$ cat src/rtl/i2c_bit_sequencer.sv
// I2C bit-level sequencer: turns START/STOP/WRITE/READ commands into four
// quarter-bit phases of SCL/SDA open-drain drive, with clock stretching,
// read sampling and arbitration-loss detection.
//
// state | meaning
// IDLE  | waiting for a command; lines hold the last PH3 drive
// PH0   | first quarter (accept cycle counts as its first cycle)
// PH1   | second quarter, SCL released for data bits; stretch/arbitration
// PH2   | third quarter; READ samples SDA on its last cycle
// PH3   | fourth quarter; done pulses on the cycle after it ends
module i2c_bit_sequencer #(
  parameter int QTR_CYCLES = 20
) (
  input  logic       CLK,
  input  logic       rst,
  input  logic       cmd_valid,
  output logic       cmd_ready,
  input  logic [1:0] cmd,
  input  logic       wr_bit,
  output logic       done,
  output logic       rd_bit,
  output logic       arb_lost,
  input  logic       scl_in,
  input  logic       sda_in,
  output logic       scl_oe,
  output logic       sda_oe
);

  localparam int CW = (QTR_CYCLES > 1) ? $clog2(QTR_CYCLES) : 1;
  // The accept cycle already counts toward PH0, so PH0 loads one less.
  localparam logic [CW-1:0] LD_FIRST = CW'(QTR_CYCLES - 2);
  localparam logic [CW-1:0] LD_FULL  = CW'(QTR_CYCLES - 1);

  localparam logic [1:0] CMD_START = 2'b00;
  localparam logic [1:0] CMD_STOP  = 2'b01;
  localparam logic [1:0] CMD_WRITE = 2'b10;
  localparam logic [1:0] CMD_READ  = 2'b11;

  typedef enum logic [2:0] {
    S_IDLE = 3'd0,
    S_PH0  = 3'd1,
    S_PH1  = 3'd2,
    S_PH2  = 3'd3,
    S_PH3  = 3'd4
  } state_t;

  state_t        state, state_nx;
  logic [CW-1:0] cnt, cnt_nx;
  logic [1:0]    cmd_q;
  logic          wr_q;
  logic [1:0]    ph_idx;
  logic [1:0]    tgt;
  logic          accept, stretch, phase_end, arb_hit;
  logic          scl_oe_nx, sda_oe_nx, done_nx, rd_latch;

  // Target {SCL, SDA} levels for a command in a given quarter.
  function automatic logic [1:0] line_target(input logic [1:0] c, input logic b,
                                             input logic [1:0] ph);
    logic [1:0] t;
    logic       mid;
    mid = (ph == 2'd1) || (ph == 2'd2);
    case (c)
      CMD_START: t = (ph == 2'd2) ? 2'b10 : ((ph == 2'd3) ? 2'b00 : 2'b11);
      CMD_STOP:  t = (ph == 2'd0) ? 2'b00 : ((ph == 2'd3) ? 2'b11 : 2'b10);
      CMD_WRITE: t = {mid, b};
      default:   t = {mid, 1'b1};
    endcase
    return t;
  endfunction

  assign cmd_ready = (state == S_IDLE) && !rst;
  assign accept    = cmd_valid && cmd_ready;

  // The drive register lags the state by a cycle, so a stretch is only a
  // stretch once our own SCL pull-down from PH0 has actually been released.
  assign stretch   = ((state == S_PH1) || (state == S_PH2)) && !scl_in && !scl_oe;
  assign phase_end = (cnt == '0) && !stretch;
  assign arb_hit   = ((state == S_PH1) || (state == S_PH2)) && (cmd_q == CMD_WRITE)
                     && wr_q && !sda_in && scl_in;

  // Quarter index of the current phase state.
  always_comb begin
    ph_idx = 2'd0;
    case (state)
      S_PH1:   ph_idx = 2'd1;
      S_PH2:   ph_idx = 2'd2;
      S_PH3:   ph_idx = 2'd3;
      default: ph_idx = 2'd0;
    endcase
  end

  // State register.
  always_ff @(posedge CLK) begin
    if (rst) state <= S_IDLE;
    else     state <= state_nx;
  end

  // Next-state logic: phases advance on counter terminal count; arbitration aborts.
  always_comb begin
    state_nx = state;
    case (state)
      S_IDLE: if (accept) state_nx = S_PH0;
      S_PH0:  if (phase_end) state_nx = S_PH1;
      S_PH1:  if (arb_hit) state_nx = S_IDLE;
              else if (phase_end) state_nx = S_PH2;
      S_PH2:  if (arb_hit) state_nx = S_IDLE;
              else if (phase_end) state_nx = S_PH3;
      S_PH3:  if (phase_end) state_nx = S_IDLE;
      default: state_nx = S_IDLE;
    endcase
  end

  // Output/datapath next values: counter, line drive, done and read sample.
  always_comb begin
    tgt       = line_target(cmd_q, wr_q, ph_idx);
    cnt_nx    = cnt;
    scl_oe_nx = scl_oe;
    sda_oe_nx = sda_oe;
    done_nx   = 1'b0;
    rd_latch  = 1'b0;
    if (accept) begin
      tgt       = line_target(cmd, wr_bit, 2'd0);
      cnt_nx    = LD_FIRST;
      scl_oe_nx = ~tgt[1];
      sda_oe_nx = ~tgt[0];
    end else if (state != S_IDLE) begin
      if (arb_hit) begin
        cnt_nx    = '0;
        scl_oe_nx = 1'b0;
        sda_oe_nx = 1'b0;
        done_nx   = 1'b1;
      end else begin
        scl_oe_nx = ~tgt[1];
        sda_oe_nx = ~tgt[0];
        if (phase_end) begin
          cnt_nx   = (state == S_PH3) ? '0 : LD_FULL;
          done_nx  = (state == S_PH3);
          rd_latch = (state == S_PH2) && (cmd_q == CMD_READ);
        end else if (!stretch) begin
          cnt_nx = cnt - 1'b1;
        end
      end
    end
  end

  // Registered datapath: counter, latched command, line drive and status flags.
  always_ff @(posedge CLK) begin
    if (rst) begin
      cnt      <= '0;
      cmd_q    <= CMD_START;
      wr_q     <= 1'b0;
      scl_oe   <= 1'b0;
      sda_oe   <= 1'b0;
      done     <= 1'b0;
      rd_bit   <= 1'b0;
      arb_lost <= 1'b0;
    end else begin
      cnt    <= cnt_nx;
      scl_oe <= scl_oe_nx;
      sda_oe <= sda_oe_nx;
      done   <= done_nx;
      if (accept) begin
        cmd_q <= cmd;
        wr_q  <= wr_bit;
      end
      if (rd_latch) rd_bit <= sda_in;
      if (arb_hit) arb_lost <= 1'b1;
      else if (accept && (cmd == CMD_START)) arb_lost <= 1'b0;
    end
  end

endmodule

$ cat config.mk
export PLATFORM = sky130hd
export DESIGN_NAME = i2c_bit_sequencer
export DESIGN_NICKNAME = d
export VERILOG_FILES = /design/src/rtl/i2c_bit_sequencer.sv
export SDC_FILE = /design/constraint.sdc
export NUM_CORES = 1
export LEC_CHECK = 0
export CAP_MARGIN = 10
export CORE_UTILIZATION = 45
export CTS_CLUSTER_SIZE = 20
export DETAILED_ROUTE_END_ITERATION = 8
export GPL_ROUTABILITY_DRIVEN = 0
export PLACE_DENSITY_LB_ADDON = 0.25
export SLEW_MARGIN = 0
export SYNTH_ARGS = -nofsm -noshare
export SYNTH_HDL_FRONTEND = slang
export SYNTH_SLANG_ARGS = --single-unit
$ cat constraint.sdc
create_clock -name CLK -period 1.8 [get_ports CLK]
set_input_delay 0.27 -clock CLK [delete_from_list [all_inputs] [get_ports CLK]]
set_output_delay 0.27 -clock CLK [all_outputs]
set_load 0.05 [all_outputs]
After elaboration in Yosys (flattened, before gate mapping). Cells that the tools add are included. Widths: inputs -> output; s select.

Register bits: 16. Word-level logic and storage cells: 102. Output and inout bits: 6. Bits of input ports: 8.

Add/subtract/negate cells: 1. Bitwise operators: 5. Reduce and logical (&&, ||, !) cells: 31. Equality and inequality tests: 19. Multiplexer cells: 36.

Operator list (number): $mux 5 (6); $mux 3 (7); $pmux 2 s3 (3); $mux 1 (15); $pmux 3 s5 (1); $logic_and 1x1->1 (11); $eq 2x2->1 const B (5); $mux 2 (4); $eq 2x1->1 const B (3); $eq 3x2->1 const B (2); $logic_not 2->1 (3); $ne 2x2->1 const B (3); $ne 3x3->1 const B (2); $logic_not 1->1 (5); $logic_not 5->1 (1); $not 1->1 (5); $reduce_and 5->1 (1); $sub 5x1->5 const B (1); $ne 4x2->1 const B (1); $reduce_and 2->1 (2); $reduce_bool 2->1 (2); $eq 3x1->1 const B (1); $eq 3x3->1 const B (1); $logic_not 3->1 (1); 5 further kinds (6).

Longest topological paths before layout. Gate-level depths: netlist of run 1.

Depth after elaboration: 10. Mapped depth: 9. Gate-level depth less buffers: 8.

Worst setup path after synthesis of run 1. Ideal clock, no wire load.

Path kind: reg2out. Start: register state[2]. End: output cmd_ready. Data arrival time: 2043 ps. Required time: 1530 ps. Buffers on the path: 1. Path slack: -513 ps. Cell stages (with the launch flop): 3. Cell sequence: dfxtp_1 -> buf_2 -> nor4_1.

Longest elaborated chain between the ends: 2.

RTL lines: start: declaration (RTL line 47) `state_t state, state_nx;`; start signal: assignment (RTL line 95) `else state <= state_nx;`; $logic_not 3->1 (RTL line 71) `assign cmd_ready = (state == S_IDLE) && !rst;`; $logic_and 1x1->1 (RTL line 71); end: declaration (RTL line 17) `output logic cmd_ready,`.

Every way passes these cells.

Final worst setup path of run 1.
Start: register state[1]. End: register scl_oe.

Longest elaborated chain between the ends: 10. Elaborated cells on any way between the ends: 27. Those cells by class: eq/ne (6); mux (8); bitwise (1); reduce/logical (12).

RTL lines: $eq 3x3->1 / $eq 3x2->1 (equally long branches) (RTL line 84, 78); $pmux 2 s3 (RTL line 84) `case (state)`; $eq 2x2->1 (RTL line 63) `CMD_START: t = (ph == 2'd2) ? 2'b10 : ((ph == 2'd3) ? 2'b00 : 2'b11);`; $mux 2 (2 in series) (RTL line 63); $pmux 2 s3 (RTL line 62) `case (c)`; $not 1->1 (RTL line 133) `scl_oe_nx = ~tgt[1];`; $mux 1 (RTL line 127) `if (arb_hit) begin`; $mux 1 (RTL line 126) `end else if (state != S_IDLE) begin`; $mux 1 (RTL line 121) `if (accept) begin`; end signal: assignment (RTL line 159) `scl_oe <= scl_oe_nx;`; end: declaration (RTL line 25) `output logic scl_oe,`.

Parallel ways exist; a longest one is shown, timed or not. The select of a mux whose other input is x is not followed. A chain may end at the register's enable or synchronous reset.

==> results of run 1 <==
## worst paths after layout
path,cells after the start,startpoint,to
worst min register to register,2,arb_lost$_SDFFE_PP0P_,arb_lost$_SDFFE_PP0P_
worst max register to register,8,state[1]$_SDFFE_PP0P_,scl_oe$_SDFFE_PP0P_
worst max-delay path,8,state[1]$_SDFFE_PP0P_,scl_oe$_SDFFE_PP0P_
worst min-delay path,2,arb_lost$_SDFFE_PP0P_,arb_lost$_SDFFE_PP0P_
## state kept, by name, summed over array words and instances (netlist names)
signal,count
arb_lost,1
done,1
state,3
cnt,5
scl_oe,1
wr_q,1
rd_bit,1
sda_oe,1
cmd_q,2
## per-layer routing
layer | routed length [um] | global-route usage | up-vias | share of wire
met5 | 0 | 0 | - | 0
met4 | 122 | 0.162 | 0 | 0.039
met3 | 158 | 0.0432 | 15 | 0.050
met2 | 1500 | 0.462 | 49 | 0.48
met1 | 1360 | 0.335 | 515 | 0.43
li1 | - | - | 543 | -
## stage by stage
stage                     instance area (um^2)  utilization  hold WS (ps)  TNS (ps)  std cells
after global routing                      1560        0.756           574     -27.1        194
final                                     1560        0.756           525         0        194
after CTS                                 1500        0.728           521         0        194
after floorplan                           1040            -           373     -3.54        126
after detailed placement                  1410        0.683           490      -381        189
after global placement                    1410        0.683           473      -105        189
## where the power goes
| part | switching [mW] | internal [mW] | leakage, nW |
|---|---|---|---|
| combinational | 0.798 | 0.797 | 0.486 |
| sequential | 0.0830 | 0.455 | 0.132 |
| clock | 0.131 | 0.124 | 0.0210 |
| total | 1.01 | 1.38 | 0.639 |
## what timing repair did
| action | in CTS | in global routing |
|---|---|---|
| gates resized for setup | 13 | 16 |
| cloned | 0 | 0 |
| pin swaps | 1 | 4 |
| endpoints found under the setup margin | 4 | 11 |
| buffers inserted | 1 | 0 |
## worst max-delay path, stage by stage (launching register included)
cell and delay (ps):
dfxtp_2 350, or3b_4 380, o21a_1 150, inv_2 70, ha_1 150, nor2b_4 140
a211oi_2 50, a2111o_1 300, a21oi_2 130
## cells by family (layout without fill, tap and decap cells)
logic type,count (synthesis),count (layout),synth area share
adders and majority gates,4,4,0.0484
DFF,16,16,0.310
and+or+nand+nor,53,53,0.287
muxes,7,7,0.0702
buffers and inverters,13,54,0.0508
AOI/OAI and AO/OA,32,32,0.225
xor gates and xnor gates,1,1,0.00848
## cell usage after synthesis, drive strengths merged (3+ instances only)
master,number,area [um^2]
mux2i,5,50.1
nand2,10,37.5
clkbuf,5,20.0
nor2,14,52.6
o21ai,4,20.0
a21oi,5,25.0
dfxtp,16,320
ha,4,50.1
nor2b,3,18.8
nor3,4,30.0
nor4,3,18.8
inv,6,22.5
o31ai,4,30.0
nor3b,4,30.0
## area by class of cell
| class | instances | share of cell area |
|---|---|---|
| well taps | 27 | 0.0217 |
| inverters | 6 | 0.0144 |
| flip-flops and latches | 16 | 0.209 |
| multi-input cells | 97 | 0.490 |
| repair buffers | 44 | 0.242 |
| clock buffers | 4 | 0.0233 |
==> impl_metrics.env, run 1 <==
export IMPL_outcome="finished clean"
export IMPL_synth_edf_count=0
export IMPL_n_fill_cell=148
export IMPL_critPathArrivalTime_ps=2020
export IMPL_post_place_ws_ps=-188
export IMPL_fmaxAchievable_mhz=564
export IMPL_final_hold_violation_count=0
export IMPL_syn_area_um2=1030
export IMPL_fin_skew_ps=2.08
export IMPL_fp_coreArea_um2=2060
export IMPL_num_antenna_cells=0
export IMPL_setup_viol=0
export IMPL_via_per_inst=5.78
export IMPL_avgRoutedWirePerCell_um=16.2
export IMPL_wirelength_um=3140
export IMPL_drive_gt1_frac=0.401
export IMPL_setup_ws_ps=25.6
export IMPL_antenna_left=0
export IMPL_yosysWarnings=0
export IMPL_power_density_nw_per_um2=1530
export IMPL_cts_buffers=3
export IMPL_reg2reg_slack_ps=30
export IMPL_cp_start_kind="register"
export IMPL_ys_seq_area_frac=0.310
export IMPL_clock_sinks=16
export IMPL_slew_viol_final=0
export IMPL_grt_remaining_overflow=0
export IMPL_p_total_mw=2.39
export IMPL_rows=16
export IMPL_grt_pass1_wl_um=5220
export IMPL_cp_max_fo=4
export IMPL_htreeDepth=1
export IMPL_vdd_drop_max_v=0.000941
export IMPL_dieArea_um2=2490
export IMPL_first_pass_iters=4
export IMPL_timing_final_crit_share=0.986
export IMPL_grt_pass1_vias=1124
export IMPL_start_util=0.501
export IMPL_grtUsageTotal=0.278
export IMPL_synth_net_count=138
export IMPL_antenna_found_initial=0
export IMPL_multi_input_area_um2=763
export IMPL_rsz0062_at_grt="true"
export IMPL_cts_buffer_depth=2
export IMPL_drc=0
export IMPL_ys_seq_elements=16
export IMPL_hp_class="register to register"
export IMPL_synth_async_sr_flop_share=0
export IMPL_vias=1122
export IMPL_layout_nets=180
export IMPL_grt_max_degree=13
export IMPL_hold_buffers=0
export IMPL_relSlewSlack=0.672
export IMPL_synthFlopType="dfxtp_1"
export IMPL_fin_crit_ps=1770
export IMPL_io_buffers=13
export IMPL_die_h_um=49.9
export IMPL_mostFrequentLayoutCell="buf_4"
export IMPL_syn2layout_area_growth_pct=50.8
export IMPL_num_io_pins=14
export IMPL_max_cap_violations=0
export IMPL_crit_path_end_kind="register"
export IMPL_hpwl_um=2220
export IMPL_synthDistinctLibCells=44
export IMPL_seq_area_um2=325
export IMPL_worst_skew_pair_late_latency_ps=300
export IMPL_synth_avg_cell_area_um2=8.20
export IMPL_clk_pin_slew_ps=100
export IMPL_clock_root_buffer="clkbuf_4"
export IMPL_crit_required_ps=2040
export IMPL_p_leak_nw=0.639
export IMPL_critPathKind="register to register"
export IMPL_fp_dieW_um=49.9
export IMPL_cts_tree="done"
export IMPL_worstMarginPinSlew_ps=491
export IMPL_final_cell_mix="buf_4 (30), nor2_1 (13), dfxtp_1 (12), clkdlybuf4s50_1 (11), nand2_1 (10)"
export IMPL_drt_iter0_drc=45
export IMPL_postSynthCellCount=126
Note: power is estimated with default switching activity, not from simulation.
==> run 2: changes to the inputs <==
- CORE_ASPECT_RATIO: default -> 1.1
==> impl_metrics.env, run 2 (synthesis gave the netlist of run 1 again) <==
export IMPL_r2r_cells=5
export IMPL_cts_buffer_depth=2
export IMPL_final_cell_mix="buf_4 (30), nor2_1 (14), dfxtp_1 (13), clkdlybuf4s50_1 (11), nand2_1 (10)"
export IMPL_via_per_inst=5.73
export IMPL_layout_nets=178
export IMPL_die_h_um=52.3
export IMPL_crit_required_ps=2020
export IMPL_r2r_end="state[2]$_SDFFE_PP0P_"
export IMPL_drc=0
export IMPL_p_leak_nw=0.605
export IMPL_rows=17
export IMPL_power_density_nw_per_um2=1500
export IMPL_avgRoutedWirePerCell_um=13.9
export IMPL_outcome="finished clean"
export IMPL_grt_remaining_overflow=0
export IMPL_vias=1100
export IMPL_fin_skew_ps=2.07
export IMPL_first_pass_iters=4
export IMPL_htreeDepth=1
export IMPL_clock_sinks=16
export IMPL_critPathArrivalTime_ps=2010
export IMPL_reg_top3="cnt: 5 flops, state: 3 flops, cmd_q: 2 flops"
export IMPL_vdd_drop_max_v=0.000802
export IMPL_max_cap_violations=0
export IMPL_drive_gt1_frac=0.341
export IMPL_clock_root_buffer="clkbuf_4"
export IMPL_grtUsageTotal=0.248
export IMPL_fin_crit_ps=1780
export IMPL_setup_viol=0
export IMPL_relSlewSlack=0.672
export IMPL_io_buffers=13
export IMPL_cts_tree="done"
export IMPL_reg2reg_slack_ps=20
export IMPL_holdPathStages=2
export IMPL_crit_path_end_kind="register"
export IMPL_slew_viol_final=0
export IMPL_post_place_ws_ps=-92.9
export IMPL_cp_start_kind="register"
export IMPL_fp_coreArea_um2=2080
export IMPL_fmaxAchievable_mhz=561
export IMPL_dieArea_um2=2490
export IMPL_mostFrequentLayoutCell="buf_4"
export IMPL_grt_max_degree=13
export IMPL_start_util=0.496
export IMPL_crit_end="state[2]$_SDFFE_PP0P_"
export IMPL_syn2layout_area_growth_pct=41.9
export IMPL_num_io_pins=14
export IMPL_fp_dieW_um=47.7
export IMPL_critPathKind="register to register"
export IMPL_crit_path_start="cnt[0]$_SDFFE_PP0P_"
export IMPL_antenna_found_initial=0
export IMPL_largest_register_ffs=5
export IMPL_setup_ws_ps=16.8
export IMPL_worst_skew_pair_late_latency_ps=280
export IMPL_reg2reg_from="cnt[0]$_SDFFE_PP0P_"
export IMPL_drt_iter0_drc=16
export IMPL_regMostFlops="cnt"
export IMPL_grt_pass1_vias=1011
export IMPL_cts_buffers=3
export IMPL_hp_class="register to register"
export IMPL_clk_pin_slew_ps=90
export IMPL_timing_final_crit_share=0.991
export IMPL_grt_pass1_wl_um=4400
export IMPL_num_antenna_cells=0
export IMPL_worstMarginPinSlew_ps=490
export IMPL_cp_max_fo=5
export IMPL_wirelength_um=2680
export IMPL_hpwl_um=2010
export IMPL_antenna_left=0
export IMPL_rsz0062_at_grt="true"
export IMPL_final_setup_tns_ps=0
export IMPL_final_hold_violation_count=0
[run 2: routing by layer]
metal	track usage	vias up	wire length (um)	part of all wire
met5	0	-	0	0
met1	0.335	521	1260	0.47
met3	0.0241	8	83	0.031
met4	0.111	0	72	0.027
met2	0.387	23	1260	0.47
li1	-	548	-	-
[run 2: cell type report]
class	instances	area, um^2
Clock buffer	3	22.5
Fill cell	192	618
Inverter	6	22.5
Multi-Input combinational cell	97	707
Sequential cell	16	324
Tap cell	28	35.0
Timing Repair Buffer	42	355
[run 2: worst min path at each step]
stage,from,to
detailed placement,rd_bit$_SDFFE_PP0P_,rd_bit$_SDFFE_PP0P_
floorplan,rst,cmd_q[0]$_SDFFE_PP0P_
global route,arb_lost$_SDFFE_PP0P_,arb_lost$_SDFFE_PP0P_
global placement,arb_lost$_SDFFE_PP0P_,arb_lost$_SDFFE_PP0P_
CTS,arb_lost$_SDFFE_PP0P_,arb_lost$_SDFFE_PP0P_
finish,arb_lost$_SDFFE_PP0P_,arb_lost$_SDFFE_PP0P_
[run 2: repair_timing]
action                     in CTS  in global routing
setup buffers                   1                  0
setup endpoints to repair       4                  8
hold buffers                    0                  0
resized for setup               9                  5
pin swaps                       3                  1
[run 2: critical path, cell delays in order (launching register included)]
cell,delay (ps)
dfxtp_2,330
inv_2,50
ha_2,170
or4b_4,500
or4_1,540
a21oi_1,120
[run 2: power by group]
group | internal, mW | switching [mW]
logic | 0.749 | 0.715
clock network | 0.0777 | 0.114
registers | 0.453 | 0.0855
[run 2: per-stage QoR]
step	area (um^2)	hold slack [ps]	total power, mW	util	std cells
after floorplan	1040	373	1.34	-	126
after global placement	1400	475	1.85	0.669	188
after detailed placement	1400	485	1.88	0.669	188
after CTS	1440	509	2.15	0.693	192
after global routing	1470	537	2.32	0.703	192
final	1470	501	2.20	0.703	192
